### config.mk
export PLATFORM = sky130hd
export DESIGN_NAME = channel_arbiter_fifo_flat
export DESIGN_NICKNAME = d
export VERILOG_FILES = /design/src/rtl/channel_arbiter_fifo_if.sv /design/src/rtl/channel_arbiter_fifo.sv /design/src/flat_wrapper.sv
export SDC_FILE = /design/constraint.sdc
export NUM_CORES = 1
export LEC_CHECK = 0
export BUFFER_PORTS_ARGS = -buffer_cell sky130_fd_sc_hd__buf_2
export CAP_MARGIN = 20
export CORE_MARGIN = 5
export CORE_UTILIZATION = 56
export DETAILED_ROUTE_END_ITERATION = 16
export PLACE_DENSITY_LB_ADDON = 0.3
export SETUP_SLACK_MARGIN = 0.4
export SLEW_MARGIN = 20
export SYNTH_ARGS = -nofsm -noshare
export SYNTH_HDL_FRONTEND = slang
export SYNTH_SLANG_ARGS = --single-unit
export TNS_END_PERCENT = 10
### constraint.sdc
create_clock -name clk -period 3 [get_ports clk]
set_input_delay 0.15 -clock clk [delete_from_list [all_inputs] [get_ports clk]]
set_output_delay 0.15 -clock clk [all_outputs]
set_load 0.02 [all_outputs]
### src/rtl/channel_arbiter_fifo_if.sv
// rtl/channel_arbiter_fifo_if.sv - valid/ready channel carrying a {pc, cc_id} payload
interface channel_arbiter_fifo_if #(
  parameter int DATA_WIDTH = 9
);
  logic                  valid;
  logic [DATA_WIDTH-1:0] data;
  logic                  ready;

  modport master (output valid, output data, input ready);
  modport slave  (input valid, input data, output ready);
endinterface

### src/rtl/channel_arbiter_fifo.sv
// rtl/channel_arbiter_fifo.sv - round-robin merge of loopback and new-thread channels into a FWFT FIFO
module channel_arbiter_fifo #(
  parameter int PC_WIDTH            = 8,
  parameter int CC_ID_BITS          = 1,
  parameter int FIFO_COUNT_WIDTH    = 6,
  parameter int LATENCY_COUNT_WIDTH = 8,
  localparam int DATA_WIDTH         = PC_WIDTH + CC_ID_BITS
) (
  input  logic                           clk,
  input  logic                           rst,
  channel_arbiter_fifo_if.slave          a,
  channel_arbiter_fifo_if.slave          b,
  channel_arbiter_fifo_if.master         out,
  output logic [LATENCY_COUNT_WIDTH-1:0] out_latency,
  output logic [FIFO_COUNT_WIDTH:0]      count,
  output logic                           empty,
  output logic                           full
);

  localparam int DEPTH = 2 ** FIFO_COUNT_WIDTH;
  localparam int CW    = FIFO_COUNT_WIDTH + 1;
  localparam int XW    = (CW > LATENCY_COUNT_WIDTH) ? CW : LATENCY_COUNT_WIDTH;
  localparam logic [XW-1:0] LAT_MAX = XW'({LATENCY_COUNT_WIDTH{1'b1}});

  logic [DATA_WIDTH-1:0]       mem [DEPTH];
  logic [FIFO_COUNT_WIDTH-1:0] rd_ptr;
  logic [FIFO_COUNT_WIDTH-1:0] wr_ptr;
  logic                        last_grant_b;
  logic                        grant_a;
  logic                        grant_b;
  logic                        push_a;
  logic                        push_b;
  logic                        push;
  logic                        pop;
  logic [DATA_WIDTH-1:0]       push_data;
  logic [XW-1:0]               count_x;

  // On a tie the channel that did not win the last accepted push goes first.
  assign grant_a = a.valid & (~b.valid | last_grant_b);
  assign grant_b = b.valid & (~a.valid | ~last_grant_b);

  assign full    = (count == CW'(DEPTH));
  assign empty   = (count == '0);

  // Readiness is gated by rst so both channels are held off during reset.
  assign a.ready = ~rst & ~full & grant_a;
  assign b.ready = ~rst & ~full & grant_b;

  assign push_a    = a.valid & a.ready;
  assign push_b    = b.valid & b.ready;
  assign push      = push_a | push_b;
  assign push_data = push_a ? a.data : b.data;

  assign out.valid = ~empty;
  assign out.data  = mem[rd_ptr];
  assign pop       = out.valid & out.ready;

  assign count_x     = XW'(count);
  assign out_latency = (count_x > LAT_MAX) ? '1 : count_x[LATENCY_COUNT_WIDTH-1:0];

  always_ff @(posedge clk) begin
    if (push) begin
      mem[wr_ptr] <= push_data;
    end
  end

  always_ff @(posedge clk or posedge rst) begin
    if (rst) begin
      rd_ptr       <= '0;
      wr_ptr       <= '0;
      count        <= '0;
      last_grant_b <= 1'b1;
    end else begin
      if (push) begin
        wr_ptr       <= wr_ptr + 1'b1;
        last_grant_b <= push_b;
      end
      if (pop) begin
        rd_ptr <= rd_ptr + 1'b1;
      end
      case ({push, pop})
        2'b10:   count <= count + 1'b1;
        2'b01:   count <= count - 1'b1;
        default: count <= count;
      endcase
    end
  end

  assert property (@(posedge clk) disable iff (rst) !(push && full));
  assert property (@(posedge clk) disable iff (rst) !(pop && empty));
  assert property (@(posedge clk) !(a.ready && b.ready));

endmodule

### src/flat_wrapper.sv
// flat-port wrapper written by rule: the top's interface ports become plain ports
module channel_arbiter_fifo_flat 
#(
  parameter int PC_WIDTH            = 8,
  parameter int CC_ID_BITS          = 1,
  parameter int FIFO_COUNT_WIDTH    = 6,
  parameter int LATENCY_COUNT_WIDTH = 8,
  localparam int DATA_WIDTH         = PC_WIDTH + CC_ID_BITS
)
  (clk, rst, out_latency, count, empty, full, a_valid, a_data, a_ready, b_valid, b_data, b_ready, out_valid, out_data, out_ready);
  channel_arbiter_fifo_if #(.DATA_WIDTH(9)) a_i ();
  channel_arbiter_fifo_if #(.DATA_WIDTH(9)) b_i ();
  channel_arbiter_fifo_if #(.DATA_WIDTH(9)) out_i ();
  input  logic clk;
  input  logic rst;
  output logic [LATENCY_COUNT_WIDTH-1:0] out_latency;
  output logic [FIFO_COUNT_WIDTH:0] count;
  output logic empty;
  output logic full;
  input wire logic [$bits(a_i.valid)-1:0] a_valid;
  input wire logic [$bits(a_i.data)-1:0] a_data;
  output wire logic [$bits(a_i.ready)-1:0] a_ready;
  input wire logic [$bits(b_i.valid)-1:0] b_valid;
  input wire logic [$bits(b_i.data)-1:0] b_data;
  output wire logic [$bits(b_i.ready)-1:0] b_ready;
  output wire logic [$bits(out_i.valid)-1:0] out_valid;
  output wire logic [$bits(out_i.data)-1:0] out_data;
  input wire logic [$bits(out_i.ready)-1:0] out_ready;
  assign a_i.valid = a_valid;
  assign a_i.data = a_data;
  assign a_ready = a_i.ready;
  assign b_i.valid = b_valid;
  assign b_i.data = b_data;
  assign b_ready = b_i.ready;
  assign out_valid = out_i.valid;
  assign out_data = out_i.data;
  assign out_i.ready = out_ready;
  channel_arbiter_fifo #(.PC_WIDTH(PC_WIDTH), .CC_ID_BITS(CC_ID_BITS), .FIFO_COUNT_WIDTH(FIFO_COUNT_WIDTH), .LATENCY_COUNT_WIDTH(LATENCY_COUNT_WIDTH)) u_core (.clk(clk), .rst(rst), .a(a_i), .b(b_i), .out(out_i), .out_latency(out_latency), .count(count), .empty(empty), .full(full));
endmodule
==> results.md <==
- Critical path's top delay family: buffers and inverters
- Achievable frequency: ~320 MHz
- Final Cycle Share: 104%
- Detailed placement HPWL: about 33000 um
- Critical Path Sink Type: output port
- Number of synthesized register bits: slightly below 600
- Clk_lat worst skew: 0.62 ns
- Mapped Area: ~24000 um2
- CTS Buffer Depth: 3
- Wire per inst: 28.0 um
- Worst hold slack: roughly 0.022 ns
- Data arrival, critical path: between 2 and 3 ns
- R2R cell count: 10
- Post-synth top cells: edfxtp_1 (576), mux4_2 (108), mux2i_1 (87)
- H-tree depth: 2
- Worst vdd ir: roughly 600 uV
- Max_cap viols: 0
- Worst-Margin Slew: approximately 0.9 ns
- Warnings from Yosys: 0
- Clock-pin slew on the worst setup and hold paths: 0.06 ns
- Switching fraction of total power: roughly a third
- Top-Level Pins: 52
- RSZ-0062 raised after global routing: yes
- Setup Skew: around 0.020 ns
- Die height: 216 um
- Final slew viol count: 0
- CP max FO: 8
- Buf/Inv on CP: 5
- Critical Setup Path Class: reg -> out
- Top cell type's share of synthesized area: ~73%
- Startpoint Class: flip-flop
- FF-to-FF End: u_core.count[6]$_DFFE_PP0P_
- CP max stage delay: between 0.5 and 0.6 ns
- Synth top area cells: edfxtp_1 (73%), mux4_2 (10%), mux2i_1 (3.7%)
- Switching power: 0.00878 W
- Hold Crit Class: in -> reg
- CP Cell Sequence: buf_6, buf_12, buf_12, buf_4, mux4_2, mux2i_4, a32oi_1, and3_2, buf_6
- Post-synth EDFFs: around 580
- Antenna diodes: 0
- FF/Latch Area: ~18000 um2
- Status: finished with violations
- Hold EP: u_core.rd_ptr[0]$_DFFE_PP0P_
- Core footprint: between 40000 and 50000 um2
- Clock Power Share: a little over a quarter
- Largest net degree at the start of global routing: between 60 and 70
- DRT Pass-1 Iters: 5
- CTS tree: done
- Fin cells: 2020
- CP required: 2.85 ns
- Hold-critical path depth: 4
- Total wire length: 56600 um
- Post-route setup slack: -0.110 ns
- Residual DRC: 0
- Port bufs: 50
- Cell taking the most area after synthesis: edfxtp_1
- Via/cell ratio: between 6 and 7
- Primary FF master, synth: edfxtp_1
- Final Critical Period: around 3.1 ns
- CP max stage cell: dfrtp_4
- Mapped Avg Cell Area: just under 20 um2
- Yosys cell types: 60
- TritonCTS Buffers: 58
- Cell internal pwr: 0.0185 W
- Synth Instances: 1210
- Root buffer cell: clkbuf_16
- Tot GR Track Use: roughly 24%
- Starting Density: a little under three fifths
- Setup violators final: 9
- Failing checks: negative setup slack
- GRT overflow: 0
- Die Footprint: around 47000 um2
- Sequential area share after synthesis: approximately three quarters
- Leakage power total: between 9 and 10 nW
- Async S/R FF share, synth: between 3 and 4%
- Mapped Nets: between 1000 and 1500
- Slew margin rel.: 40.9%
- Routed Antenna Nets: 0
- Share of cells above drive strength 1: 35.9%
- Number of global-route vias before repair: between 10000 and 15000
- Hold Fails Final Rpt: 0
- Multi-input logic area: ~5900 um2
- First-pass GRT wire length: approximately 84000 um
- Comb power frac: a little over a third
- Routed via count: 12795
- Row cnt: 75
- Number of fillers in the final layout: about 2600
- Top-count cell post-synth: edfxtp_1
- Placed insts: between 1500 and 2000
- Dpl ws: 0.209 ns
- Clock tree sinks: approximately 600
- Initial DRC count: ~1400
- Reg-to-Reg Start: u_core.count[0]$_DFFE_PP0P_
- Setup TNS Final: -0.699 ns
- RD Place Congestion: 0.907
- Register share of total power: a little over a third
- Area Overhead vs Synth: 19.9%
- Reg2reg setup slack: 0.35 ns
- Final #Nets: between 1000 and 1500
- Hold Path Origin: out_ready
- Initial antenna violation count: 0
- Die Wd: approximately 220 um
- Pwr dens: 958 nW/um2
[how the worst max path moves through the flow]
stage                                  from                     endpoint  cells after the start
2_1_floorplan   u_core.count[4]$_DFFE_PP0P_  u_core.count[6]$_DFFE_PP0P_                     11
3_3_place_gp   u_core.rd_ptr[0]$_DFFE_PP0P_                  out_data[3]                      7
3_5_place_dp   u_core.rd_ptr[0]$_DFFE_PP0P_                  out_data[3]                      7
4_1_cts        u_core.rd_ptr[0]$_DFFE_PP0P_                  out_data[3]                     10
5_1_grt        u_core.rd_ptr[0]$_DFFE_PP0P_                  out_data[8]                     10
6_report       u_core.rd_ptr[0]$_DFFE_PP0P_                  out_data[5]                      9
[layer usage]
metal	share of wire [%]	global-route usage, %	vias to the layer above
met5	0	0	-
met4	3.6	8.99	0
met3	8.5	4.67	126
met2	49	38.3	649
met1	39	33.9	6638
li1	-	-	5382
[worst min-delay path, delay by kind of cell]
kind	cells	cell delay, ns
xor gates and xnor gates	1	0.07
and+or+nand+nor	1	0.14
buffers and inverters	2	0.24
[what timing repair did]
item                                    CTS  global route
cloned                                    5             2
endpoints found under the setup margin   12           775
pin swaps                                12            27
buffers inserted                         16            15
resized for setup                        74            65
hold endpoints to repair                 21             0
hold buffers                              3             0
[final cells by class]
| class | count | share of cell area (%) |
|---|---|---|
| Sequential cell | 596 | 62.5 |
| Multi-Input combinational cell | 533 | 20.8 |
| Timing Repair Buffer | 233 | 7.35 |
| Clock buffer | 72 | 5.31 |
| Tap cell | 539 | 2.37 |
| Clock inverter | 37 | 1.56 |
| Inverter | 10 | 0.132 |
[cells by family (layout without fill, tap and decap cells)]
logic type               after synthesis  in the layout  synth area share [%]
flip-flops                           596            596                  74.9
buffers and inverters                 81            352                  2.28
multiplexers                         210            210                  14.6
XOR/XNOR                              13             13                 0.479
AO/OA/AOI/OAI                        116            116                  3.72
AND/OR/NAND/NOR                      184            184                  3.48
adder cells (fa/ha/maj)                9              9                 0.505
other                                  1              1                0.0158
[power by group through the flow]
| stage | sequential (W) | clock (W) | combinational (W) |
|---|---|---|---|
| 2_1_floorplan | 0.0100 | 0 | 0.00541 |
| 5_1_grt | 0.00999 | 0.00790 | 0.0104 |
| 6_report | 0.00996 | 0.00742 | 0.00991 |
| 3_5_place_dp | 0.0101 | 0 | 0.00808 |
| 4_1_cts | 0.00993 | 0.00753 | 0.00934 |
| 3_3_place_gp | 0.0101 | 0 | 0.00800 |
[per-stage QoR]
step                utilization, %  area, um2  total power, W
floorplan                        -      23800          0.0154
global placement              60.6      25400          0.0181
detailed placement            60.6      25400          0.0182
CTS                           66.9      28100          0.0268
global route                  67.9      28500          0.0283
finish                        67.9      28500          0.0273
[state kept, by name, summed over array words and instances, names as in the netlist]
| register | count |
|---|---|
| u_core.rd_ptr | 6 |
| u_core.count | 7 |
| u_core.wr_ptr | 6 |
| u_core.last_grant_b | 1 |
| u_core.mem | 576 |
[placed cells by master (no fill, tap or decap), types with 4 or more instances in the layout]
master,count
o41ai_1,4
a32oi_1,13
buf_2,41
o22ai_1,28
clkinv_1,11
and3_1,6
buf_6,26
dfrtp_1,11
mux4_2,108
clkbuf_1,13
buf_4,142
nand3b_1,5
a211oi_1,13
edfxtp_1,576
xnor2_1,9
nand3_1,6
mux2i_2,5
buf_12,9
a211oi_4,4
nand2_1,41
xor2_1,4
o21ai_0,4
ha_4,5
a211o_1,5
nand2_2,7
mux2i_1,74
nor2_1,83
a211oi_2,11
bufinv_16,8
o22ai_2,7
clkbuf_16,60
mux2i_4,8
clkinv_2,8
mux2_2,13
dfrtp_2,6
inv_1,8
buf_16,7
No activity file was read; power rests on OpenSTA's default activity.
